`config.mk`:
```
export PLATFORM = sky130hd
export DESIGN_NAME = mac_frame_accum_flat
export DESIGN_NICKNAME = d
export VERILOG_FILES = /design/src/rtl/mac_frame_accum_if.sv /design/src/rtl/mac_frame_accum.sv /design/src/flat_wrapper.sv
export SDC_FILE = /design/constraint.sdc
export NUM_CORES = 1
export LEC_CHECK = 0
export ABC_AREA = 1
export CORE_MARGIN = 2
export CORE_UTILIZATION = 30
export CTS_CLUSTER_DIAMETER = 40
export CTS_CLUSTER_SIZE = 16
export DETAILED_ROUTE_END_ITERATION = 6
export GPL_ROUTABILITY_DRIVEN = 0
export MAX_ROUTING_LAYER = met4
export SLEW_MARGIN = 25
export SYNTH_ARGS = -nofsm -noshare
export SYNTH_HDL_FRONTEND = slang
export SYNTH_SLANG_ARGS = --single-unit
export TNS_END_PERCENT = 5
```
`constraint.sdc`:
```
create_clock -name clk -period 2.1 [get_ports clk]
set_input_delay 0.42 -clock clk [delete_from_list [all_inputs] [get_ports clk]]
set_output_delay 0.42 -clock clk [all_outputs]
set_load 0.01 [all_outputs]
```
`src/rtl/mac_frame_accum_if.sv`:
```
// Handshake bundle between the multiply-add result stream, the frame
// accumulator and its downstream consumer.
interface mac_frame_accum_if #(
    parameter int Const = 8,
    parameter int ACC_W = 2*Const+2
);
    logic [2*Const-1:0] in_data;
    logic               in_valid;
    logic               in_ready;
    logic               clear;
    logic [ACC_W-1:0]   out_data;
    logic               out_ovf;
    logic [7:0]         out_frame;
    logic               out_valid;
    logic               out_ready;

    // master: producer of samples and consumer of totals
    modport master (
        output in_data, in_valid, clear, out_ready,
        input  in_ready, out_data, out_ovf, out_frame, out_valid
    );

    // slave: the accumulator itself
    modport slave (
        input  in_data, in_valid, clear, out_ready,
        output in_ready, out_data, out_ovf, out_frame, out_valid
    );
endinterface

```
`src/rtl/mac_frame_accum.sv`:
```
// Frame accumulator: sums N unsigned 2*Const-bit samples into a saturating
// ACC_W-bit total and holds it on a valid/ready output until taken.
module mac_frame_accum #(
    parameter int Const = 8,
    parameter int N     = 4,
    parameter int ACC_W = 2*Const+2
) (
    input  logic              clk,
    input  logic              reset,
    mac_frame_accum_if.slave  bus
);
    typedef enum logic {ACCUM, HOLD} state_t;

    localparam logic [7:0] LAST = 8'(N-1);

    state_t            state;
    logic [ACC_W-1:0]  acc;
    logic [7:0]        cnt;
    logic              ovf_int;
    logic [ACC_W-1:0]  out_data_r;
    logic              out_ovf_r;
    logic [7:0]        out_frame_r;
    logic              out_valid_r;

    logic              accept;
    logic [ACC_W:0]    sum;

    // The extra top bit of the sum is set exactly when the true sum
    // exceeds the largest ACC_W-bit value.
    function automatic logic [ACC_W-1:0] sat(input logic [ACC_W:0] x);
        return x[ACC_W] ? {ACC_W{1'b1}} : x[ACC_W-1:0];
    endfunction

    function automatic logic sat_hit(input logic [ACC_W:0] x);
        return x[ACC_W];
    endfunction

    assign bus.in_ready  = (state == ACCUM);
    assign bus.out_data  = out_data_r;
    assign bus.out_ovf   = out_ovf_r;
    assign bus.out_frame = out_frame_r;
    assign bus.out_valid = out_valid_r;

    assign accept = bus.in_valid & (state == ACCUM);
    assign sum    = {1'b0, acc} + {{(ACC_W+1-2*Const){1'b0}}, bus.in_data};

    always_ff @(posedge clk or posedge reset) begin
        if (reset) begin
            state       <= ACCUM;
            acc         <= '0;
            cnt         <= '0;
            ovf_int     <= 1'b0;
            out_data_r  <= '0;
            out_ovf_r   <= 1'b0;
            out_frame_r <= '0;
            out_valid_r <= 1'b0;
        end else begin
            case (state)
                ACCUM: begin
                    // clear outranks any sample, including a frame-completing one
                    if (bus.clear) begin
                        acc     <= '0;
                        cnt     <= '0;
                        ovf_int <= 1'b0;
                    end else if (accept) begin
                        if (cnt == LAST) begin
                            out_data_r  <= sat(sum);
                            out_ovf_r   <= ovf_int | sat_hit(sum);
                            out_valid_r <= 1'b1;
                            state       <= HOLD;
                            acc         <= '0;
                            cnt         <= '0;
                            ovf_int     <= 1'b0;
                        end else begin
                            acc     <= sat(sum);
                            cnt     <= cnt + 8'd1;
                            ovf_int <= ovf_int | sat_hit(sum);
                        end
                    end
                end
                HOLD: begin
                    if (bus.out_ready) begin
                        out_valid_r <= 1'b0;
                        out_frame_r <= out_frame_r + 8'd1;
                        state       <= ACCUM;
                    end
                end
                default: state <= ACCUM;
            endcase
        end
    end
endmodule
```
`src/flat_wrapper.sv`:
```
// flat-port wrapper written by rule: the top's interface ports become plain ports
module mac_frame_accum_flat 
#(
    parameter int Const = 8,
    parameter int N     = 4,
    parameter int ACC_W = 2*Const+2
)
  (clk, reset, bus_in_data, bus_in_valid, bus_clear, bus_out_ready, bus_in_ready, bus_out_data, bus_out_ovf, bus_out_frame, bus_out_valid);
  mac_frame_accum_if #(.Const(Const), .ACC_W(ACC_W)) bus_i ();
  input  logic clk;
  input  logic reset;
  input wire logic [$bits(bus_i.in_data)-1:0] bus_in_data;
  input wire logic [$bits(bus_i.in_valid)-1:0] bus_in_valid;
  input wire logic [$bits(bus_i.clear)-1:0] bus_clear;
  input wire logic [$bits(bus_i.out_ready)-1:0] bus_out_ready;
  output wire logic [$bits(bus_i.in_ready)-1:0] bus_in_ready;
  output wire logic [$bits(bus_i.out_data)-1:0] bus_out_data;
  output wire logic [$bits(bus_i.out_ovf)-1:0] bus_out_ovf;
  output wire logic [$bits(bus_i.out_frame)-1:0] bus_out_frame;
  output wire logic [$bits(bus_i.out_valid)-1:0] bus_out_valid;
  assign bus_i.in_data = bus_in_data;
  assign bus_i.in_valid = bus_in_valid;
  assign bus_i.clear = bus_clear;
  assign bus_i.out_ready = bus_out_ready;
  assign bus_in_ready = bus_i.in_ready;
  assign bus_out_data = bus_i.out_data;
  assign bus_out_ovf = bus_i.out_ovf;
  assign bus_out_frame = bus_i.out_frame;
  assign bus_out_valid = bus_i.out_valid;
  mac_frame_accum #(.Const(Const), .N(N), .ACC_W(ACC_W)) u_core (.clk(clk), .reset(reset), .bus(bus_i));
endmodule
```
* After elaboration in Yosys (flattened, before gate mapping)
Cells that the tools add are included.
Storage, ports and cells: flip-flop bits (word level) 56
Cells by class: $add $sub $neg 3, eq/ne operators 5, muxes and demuxes 20, bitwise logic cells 4, reduce and logical (&&, ||, !) cells 5
Operators with widths (number):
- $mux W18 | 4
- $mux W8 | 3
- $add A18 B16 Y19 | 1
- $add A8 B1 Y8 const B | 2
- $mux W1 | 11
- $eq A8 B2 Y1 const B | 1
- $reduce_and A4 Y1 | 2
- $ne A2 B1 Y1 const B | 2
- $ne A2 B2 Y1 const B | 2
- $pmux W1 S2 | 2
- $reduce_and A2 Y1 | 2
- $not A1 Y1 | 2
- $reduce_bool A2 Y1 | 1
- $and A1 B1 Y1 | 1
- $or A1 B1 Y1 | 1

* Logic depth before layout (Yosys ltp)
Gate-level depths: netlist of run 1.
word-level depth 5, depth in mapped cells 13, depth with buffers taken out 13

* Worst setup path after synthesis of run 1
OpenSTA, ideal clock, no wires.
path type in2reg, from in bus_in_data[0], to reg u_core.out_data_r[16] (netlist: u_core.bus.out_data[16]), setup time 0.122 ns, data arrival time 1.742 ns, required time 1.978 ns, setup slack 0.236 ns, cell stages on the path 12, buffers on the path 0, path through ha_1 fa_1 nand2_1 nand3_1 nand3_1 nand2_1 nand2_1 nand2_1 nand2_1 nand2_1 nor2_1 o21ai_1
On the way: word-level cells in the longest chain between the ends 2
RTL lines:
- start: declaration | RTL line flat_wrapper.sv:12 | input wire logic [$bits(bus_i.in_data)-1:0] bus_in_data;
- $add A18 B16 Y19 | RTL line mac_frame_accum.sv:45 | assign sum = {1'b0, acc} + {{(ACC_W+1-2*Const){1'b0}}, bus.in_data};
- $mux W18 | RTL line mac_frame_accum.sv:31 | return x[ACC_W] ? {ACC_W{1'b1}} : x[ACC_W-1:0];
- end signal: assignment | RTL line mac_frame_accum.sv:67 | out_data_r <= sat(sum);
- end: declaration | RTL line mac_frame_accum.sv:20 | logic [ACC_W-1:0] out_data_r;
No other way between the ends. A chain may end at the register's enable or synchronous reset.

* Final worst setup path of run 1
from in bus_in_data[11], to reg u_core.acc[16]
On the way: word-level cells in the longest chain between the ends 5
RTL lines:
- $add A18 B16 Y19 | RTL line mac_frame_accum.sv:45
- $mux W18 | RTL line mac_frame_accum.sv:31
- $mux W18 | RTL line mac_frame_accum.sv:66 | if (cnt == LAST) begin
- $mux W18 | RTL line mac_frame_accum.sv:65 | end else if (accept) begin
- $mux W18 | RTL line mac_frame_accum.sv:61 | if (bus.clear) begin
- end signal: assignment | RTL line mac_frame_accum.sv:75 | acc <= sat(sum);
- end: declaration | RTL line mac_frame_accum.sv:17 | logic [ACC_W-1:0] acc;
No other way between the ends. The select of a mux whose other input is x is not followed.

==> results of run 1 <==
==> power groups by stage <==
stage / registers, W / logic [W] / clock network (W)
after detailed placement: 0.00135 / 0.00133 / 0
after global routing: 0.00137 / 0.00165 / 0.000961
after CTS: 0.00133 / 0.00134 / 0.000894
after global placement: 0.00135 / 0.00132 / 0
final: 0.00135 / 0.00149 / 0.000873
after floorplan: 0.00138 / 0.000660 / 0
==> layout by cell type, fill, tap and decap left out, drive strengths merged <==
master         Yosys  routed
xnor2              3       3
nand2            183     183
a21boi             1       1
nor4               2       2
fa                 1       1
nor2              31      31
a21o               1       1
clkinv             1       2
clkinvlp           0       1
o31ai              1       1
a21oi             17      17
ha                18      18
o22ai              1       1
clkbuf             0       5
o21ai             34      34
dlymetal6s2s       0      10
inv               65      66
nand4              3       3
nand3             23      23
dfrtp             56      56
and2               1       1
xor2              12      12
nor3b              1       1
nand3b             1       1
o21a               1       1
clkdlybuf4s50      0      39
or2                3       3
buf                7      55
nor3               6       6
==> cell families after synthesis <==
family,after synthesis,synth area share (%)
compound gates,56,9.50
xor+xnor,15,3.75
fa+ha+maj,19,7.00
buf+inv,73,8.93
flops,56,40.0
simple gates,254,30.8
==> per-stage QoR <==
step	utilization, %	hold WS (ns)	power (W)	setup slack (ns)	std cells
finish	44.1	0.419	0.00371	0.106	721
global route	44.1	0.480	0.00398	-0.0248	721
CTS	41.3	0.435	0.00357	-0.0222	721
detailed placement	39.8	0.468	0.00268	-0.420	713
global placement	39.8	0.461	0.00266	-0.347	713
floorplan	-	0.453	0.00204	0.236	473
==> registers in the layout, indices dropped and copies added, names as in the netlist <==
register / flops
u_core.acc: 18
u_core.bus.out_data: 18
u_core.bus.out_frame: 8
u_core.bus.out_ovf: 1
u_core.bus.out_valid: 1
u_core.cnt: 8
u_core.ovf_int: 1
u_core.state: 1
==> worst max-delay path, delay by kind of cell <==
| family | cells | cell delay (ns) |
|---|---|---|
| and+or+nand+nor | 7 | 0.72 |
| buffers and inverters | 3 | 0.65 |
| adders and majority gates | 1 | 0.30 |
| AOI/OAI and AO/OA | 1 | 0.06 |
==> repair_timing <==
| action | in CTS | in global routing |
|---|---|---|
| resized for setup | 4 | 69 |
| hold endpoints to repair | 0 | 0 |
| setup endpoints to repair | 19 | 38 |
| pin swaps | 1 | 15 |
==> layout make-up <==
cell class	instances	area, um2	share of cell area [%]
Sequential cell	56	1400	27.9
Tap cell	143	179	3.56
Timing Repair Buffer	104	953	19.0
Clock buffer	5	125	2.49
Clock inverter	3	27.5	0.547
Multi-Input combinational cell	344	2100	41.7
Inverter	66	248	4.92
==> routing by layer <==
metal | up-vias | routed length, um | global-route usage [%] | share of wire [%]
li1 | 1684 | - | - | -
met1 | 1563 | 4230 | 19.8 | 45
met2 | 47 | 4750 | 25.8 | 50
met3 | 10 | 312 | 2.75 | 3.3
met4 | 0 | 108 | 4.23 | 1.1
met5 | - | 0 | - | 0
==> worst paths after layout <==
path	to
max in group asynchronous	u_core.bus.out_data[5]
max	u_core.acc[16]
min	u_core.bus.out_frame[7]
min reg2reg	u_core.bus.out_frame[7]
max reg2reg	u_core.acc[16]
min in group clk	u_core.bus.out_frame[7]
==> impl_metrics.prom, run 1 <==
# TYPE chip_impl_metric gauge
chip_impl_info{name="outcome",value="complete, no violations"} 1
chip_impl_info{name="critical_path.startpoint_type",value="primary input"} 1
chip_impl_metric{name="detailedRoute.firstIterationViolations",unit=""} 181
chip_impl_metric{name="drtPass1Iterations",unit=""} 4
chip_impl_metric{name="tritoncts.num_buffers",unit=""} 5
chip_impl_metric{name="worst_path_largest_cell_delay",unit="ns"} 0.45
chip_impl_metric{name="layout-area-overhead-vs-synth",unit="%"} 43.6
chip_impl_metric{name="synth_async_sr_flop_share",unit="%"} 100
chip_impl_info{name="critical_path_class",value="primary input to register"} 1
chip_impl_metric{name="finish.instance_area",unit="um2"} 5030
chip_impl_metric{name="setup_violations",unit=""} 0
chip_impl_metric{name="grt_util_all_layers",unit="%"} 15.6
chip_impl_metric{name="floorplan.initialDensity",unit="%"} 30.7
chip_impl_metric{name="max_slew_margin",unit="%"} 65.1
chip_impl_metric{name="cts.reportedPaths.clkPinSlew",unit="ns"} 0.07
chip_impl_info{name="synth_top_flop_cell",value="dfrtp_1"} 1
chip_impl_metric{name="p_int",unit="W"} 0.00242
chip_impl_metric{name="grt_first_pass_wirelength",unit="mm"} 15.6
chip_impl_metric{name="die_width",unit="um"} 112
chip_impl_metric{name="grt_pass1_vias",unit=""} 3295
chip_impl_metric{name="p_leak",unit="nW"} 2.61
chip_impl_metric{name="detail-route-antenna-nets",unit=""} 0
chip_impl_metric{name="layout.nets",unit=""} 617
chip_impl_info{name="ys_top_cells_by_area",value="dfrtp_1, nand2_1, inv_1, ha_1, nand3_1"} 1
chip_impl_metric{name="total_clock_sinks",unit=""} 56
chip_impl_metric{name="netSwitchingFraction",unit="%"} 34.8
chip_impl_info{name="critical-path-slowest-cell",value="clkdlybuf4s50_1"} 1
chip_impl_metric{name="yosys.cell_types.count",unit=""} 37
chip_impl_metric{name="ctsLongestPathBuffers",unit=""} 2
chip_impl_metric{name="total_switching_power",unit="W"} 0.00129
chip_impl_metric{name="drv_slew",unit=""} 0
chip_impl_metric{name="via_count",unit=""} 3304
chip_impl_metric{name="filler_cell_count",unit=""} 1150
chip_impl_info{name="cts_tree",value="done"} 1
chip_impl_metric{name="drc_errors",unit=""} 0
chip_impl_metric{name="pwr-share-seq",unit="%"} 36.4
chip_impl_info{name="yosys.cell_count.top_type",value="nand2_1"} 1
chip_impl_metric{name="crit_arrival",unit="ns"} 2.16
chip_impl_metric{name="worst_pin_slew",unit="ns"} 0.523
chip_impl_info{name="launch_point_of_the_worst_reg_to_reg_path",value="u_core.acc[0]"} 1
chip_impl_metric{name="power.density",unit="nW/um2"} 737
chip_impl_metric{name="max_cap_viol_count",unit=""} 0
chip_impl_metric{name="period_share",unit="%"} 94.9
chip_impl_metric{name="fin_tns_setup",unit="ns"} 0
chip_impl_metric{name="postSynthCellCount",unit=""} 473
chip_impl_info{name="min_path_type",value="primary input to asynchronous set/reset pin"} 1
chip_impl_metric{name="post_dp_cell_area",unit="um2"} 4550
chip_impl_metric{name="place.detailed.hpwl",unit="mm"} 7.05
chip_impl_metric{name="vdd_drop_max",unit="mV"} 0.370
chip_impl_metric{name="insertion_delay",unit="ns"} 0.30
chip_impl_metric{name="core_area",unit="um2"} 11400
chip_impl_metric{name="cts_setup_buffers",unit=""} 0
chip_impl_metric{name="row_count",unit=""} 39
chip_impl_metric{name="die_area",unit="um2"} 12600
chip_impl_metric{name="final_layout_size_suffix_gt1_share",unit="%"} 25.4
chip_impl_metric{name="min_period",unit="ns"} 1.99
chip_impl_metric{name="skew",unit="ns"} 0.0101
chip_impl_metric{name="syn_avg_cell_area",unit="um2"} 7.41
chip_impl_metric{name="synth_enable_flop_cells",unit=""} 0
chip_impl_metric{name="grt_overflow",unit=""} 0
chip_impl_info{name="endpoint_kind",value="register"} 1
chip_impl_metric{name="r2r.worst_path.cells",unit=""} 12
chip_impl_metric{name="wirelength",unit="mm"} 9.40
chip_impl_metric{name="synth_top_cell_area_share",unit="%"} 40.0
chip_impl_metric{name="yosysWarningCount",unit=""} 0
chip_impl_metric{name="initial_antenna_violation_count",unit=""} 0
chip_impl_info{name="synthDominantAreaCellType",value="dfrtp_1"} 1
chip_impl_metric{name="cts.htree.levels",unit=""} 2
chip_impl_info{name="synth_commonest_cells",value="nand2_1, inv_1, dfrtp_1"} 1
chip_impl_info{name="cts_root_buffer",value="clkbuf_16"} 1
chip_impl_metric{name="summed_instance_area_of_the_synthesized_netlist",unit="um2"} 3500
chip_impl_metric{name="antenna_cells_inserted",unit=""} 0
chip_impl_metric{name="drt-vias-per-instance",unit=""} 4.58
chip_impl_metric{name="die_h",unit="um"} 112
chip_impl_metric{name="setup.reg_to_reg.worst_slack",unit="ns"} 0.19
chip_impl_metric{name="final_hold_viol_count",unit=""} 0
chip_impl_metric{name="synth-seq-area-share",unit="%"} 40.0
chip_impl_metric{name="timing.critical_path.required",unit="ns"} 2.26
chip_impl_metric{name="max_freq",unit="MHz"} 502
chip_impl_metric{name="maximum_number_of_pins_on_one_net_before_global_route_repair",unit=""} 28
chip_impl_metric{name="floorplan.io_pins",unit=""} 50
chip_impl_info{name="critical_path.startpoint",value="bus_in_data[11]"} 1
chip_impl_metric{name="p_clk_share",unit="%"} 23.6
chip_impl_info{name="rsz0062_at_grt",value="yes"} 1
chip_impl_metric{name="postCtsHoldBufs",unit=""} 0
chip_impl_metric{name="power.share.combinational",unit="%"} 40.1
chip_impl_metric{name="route.detailed.wl_per_inst",unit="um"} 13.0
chip_impl_metric{name="path_max_fanout",unit=""} 3
chip_impl_metric{name="io_buffer_count",unit=""} 49
chip_impl_metric{name="synth-seq-cells",unit=""} 56
chip_impl_metric{name="synth_nets",unit=""} 513
chip_impl_info{name="path_cells",value="clkdlybuf4s50_1 -> ha_4 -> nand2_2 -> buf_4 -> inv_1 -> nand2_1 -> nor3_2 -> nand2_2 -> nand3_1 -> nand2_1 -> nor2_2 -> o21ai_1"} 1
(Power assumes the default switching activity.)
==> run 2: changes to the inputs <==
MAX_ROUTING_LAYER = default   (was met4)
==> impl_metrics.prom, run 2 (synthesis results as in run 1) <==
# TYPE chip_impl_metric gauge
chip_impl_info{name="outcome",value="complete, no violations"} 1
chip_impl_metric{name="die_area",unit="um2"} 12600
chip_impl_metric{name="crit_arrival",unit="ns"} 2.15
chip_impl_metric{name="multi_input_comb_area",unit="um2"} 2100
chip_impl_metric{name="core_area",unit="um2"} 11400
chip_impl_metric{name="period_share",unit="%"} 94.7
chip_impl_metric{name="tritoncts.num_buffers",unit=""} 5
chip_impl_info{name="final_common_cell",value="nand2_1"} 1
chip_impl_metric{name="layout.nets",unit=""} 617
chip_impl_metric{name="place.detailed.hpwl",unit="mm"} 7.05
chip_impl_metric{name="layout-area-overhead-vs-synth",unit="%"} 43.6
chip_impl_info{name="critical_path_class",value="primary input to register"} 1
chip_impl_info{name="critical_path.startpoint",value="bus_in_data[11]"} 1
chip_impl_metric{name="initial_antenna_violation_count",unit=""} 0
chip_impl_info{name="top_library_cells_by_usage_in_the_layout_fill_and_taps_aside",value="nand2_1, inv_1, dfrtp_1"} 1
chip_impl_metric{name="max_slew_margin",unit="%"} 66.2
chip_impl_info{name="path_cells",value="clkdlybuf4s50_1 -> ha_4 -> nand2_2 -> buf_4 -> inv_1 -> nand2_1 -> nor3_2 -> nand2_2 -> nand3_1 -> nand2_1 -> nor2_2 -> o21ai_1"} 1
chip_impl_metric{name="timing.critical_path.required",unit="ns"} 2.26
chip_impl_info{name="cts_tree",value="done"} 1
chip_impl_metric{name="setup.reg_to_reg.worst_slack",unit="ns"} 0.19
chip_impl_metric{name="path_max_fanout",unit=""} 3
chip_impl_metric{name="floorplan.initialDensity",unit="%"} 30.7
chip_impl_metric{name="setup_violations",unit=""} 0
chip_impl_metric{name="antenna_cells_inserted",unit=""} 0
chip_impl_metric{name="cts.htree.levels",unit=""} 2
chip_impl_metric{name="cts_setup_buffers",unit=""} 0
chip_impl_metric{name="detail-route-antenna-nets",unit=""} 0
chip_impl_metric{name="filler_cell_count",unit=""} 1150
chip_impl_metric{name="regArea",unit="um2"} 1400
chip_impl_metric{name="drv_slew",unit=""} 0
chip_impl_metric{name="drc_errors",unit=""} 0
chip_impl_metric{name="drt-vias-per-instance",unit=""} 4.61
chip_impl_metric{name="total_clock_sinks",unit=""} 56
chip_impl_metric{name="via_count",unit=""} 3326
chip_impl_metric{name="cts.reportedPaths.clkPinSlew",unit="ns"} 0.07
chip_impl_metric{name="p_leak",unit="nW"} 2.61
chip_impl_metric{name="route.detailed.wl_per_inst",unit="um"} 13.0
chip_impl_metric{name="die_width",unit="um"} 112
chip_impl_metric{name="final_layout_size_suffix_gt1_share",unit="%"} 25.4
chip_impl_metric{name="grt_util_all_layers",unit="%"} 15.1
chip_impl_metric{name="floorplan.io_pins",unit=""} 50
chip_impl_metric{name="skew",unit="ns"} 0.0104
chip_impl_metric{name="row_count",unit=""} 39
chip_impl_info{name="endpoint_kind",value="register"} 1
chip_impl_metric{name="max_freq",unit="MHz"} 503
chip_impl_metric{name="worst_pin_slew",unit="ns"} 0.507
chip_impl_info{name="rsz0062_at_grt",value="yes"} 1
chip_impl_info{name="cts_root_buffer",value="clkbuf_16"} 1
chip_impl_metric{name="die_h",unit="um"} 112
chip_impl_metric{name="detailedRoute.firstIterationViolations",unit=""} 173
chip_impl_metric{name="total_power",unit="W"} 0.00371
chip_impl_info{name="min_path_type",value="primary input to asynchronous set/reset pin"} 1
chip_impl_metric{name="worst_path_largest_cell_delay",unit="ns"} 0.45
chip_impl_info{name="launch_point_of_the_worst_reg_to_reg_path",value="u_core.acc[0]"} 1
chip_impl_metric{name="maximum_number_of_pins_on_one_net_before_global_route_repair",unit=""} 28
chip_impl_metric{name="grt_overflow",unit=""} 0
chip_impl_metric{name="wirelength",unit="mm"} 9.40
chip_impl_metric{name="final_hold_viol_count",unit=""} 0
chip_impl_metric{name="vdd_drop_max",unit="mV"} 0.370
chip_impl_info{name="critical_path.startpoint_type",value="primary input"} 1
chip_impl_metric{name="max_cap_viol_count",unit=""} 0
chip_impl_metric{name="fin_tns_setup",unit="ns"} 0
chip_impl_metric{name="ctsLongestPathBuffers",unit=""} 2
chip_impl_metric{name="io_buffer_count",unit=""} 49
chip_impl_metric{name="min_period",unit="ns"} 1.99
chip_impl_metric{name="grt_first_pass_wirelength",unit="mm"} 15.6
chip_impl_metric{name="insertion_delay",unit="ns"} 0.30
chip_impl_metric{name="drtPass1Iterations",unit=""} 4
chip_impl_metric{name="grt_pass1_vias",unit=""} 3298
chip_impl_metric{name="power.density",unit="nW/um2"} 737
chip_impl_metric{name="finalCoreUtilization",unit="%"} 44.1
chip_impl_info{name="critical-path-slowest-cell",value="clkdlybuf4s50_1"} 1
==> run 2: final timing paths <==
| check | end | depth (start not counted) |
|---|---|---|
| max reg2reg | u_core.acc[16] | 12 |
| min | u_core.bus.out_frame[7] | 2 |
| min in group clk | u_core.bus.out_frame[7] | 1 |
| max | u_core.acc[16] | 12 |
| min reg2reg | u_core.bus.out_frame[7] | 1 |
| max in group asynchronous | u_core.bus.out_data[5] | 3 |
==> run 2: through the flow <==
stage	cells	setup WS, ns	hold WS (ns)	cell area (um2)
final	721	0.112	0.419	5030
after global placement	713	-0.347	0.461	4550
after floorplan	473	0.236	0.453	3500
after detailed placement	713	-0.420	0.468	4550
after global routing	721	-0.0249	0.480	5030
after CTS	721	-0.0222	0.435	4720
==> run 2: area by class of cell <==
type	count	share of cell area (%)
inverter	66	4.92
clock inverter	3	0.547
sequential	56	27.9
timing repair buffer	104	19.0
clock buffer	5	2.49
tap	143	3.56
multi-input combinational	344	41.7
==> run 2: report_power, final <==
group	switching, W	internal [W]	total (W)
Sequential	0.000121	0.00123	0.00135
Clock	0.000419	0.000454	0.000873
Combinational	0.000747	0.000738	0.00149
==> run 2: layer usage <==
metal	GRT usage, %	up-vias	share of wire (%)
met5	0	-	0
met4	4.23	0	1.1
met3	2.81	10	4.1
met2	25.8	65	51
met1	19.7	1568	44
li1	-	1683	-
==> run 2: what timing repair did <==
item | in CTS | in global routing
endpoints found under the setup margin | 19 | 38
gates resized for setup | 4 | 69
hold buffers | 0 | 0
gates cloned | 0 | 0
pin swaps | 1 | 15
==> run 2: worst max-delay path, delay by kind of cell <==
family / cells / cell delay (ns)
and+or+nand+nor: 7 / 0.72
AOI/OAI and AO/OA: 1 / 0.07
buffers and inverters: 3 / 0.65
adders and majority gates: 1 / 0.30
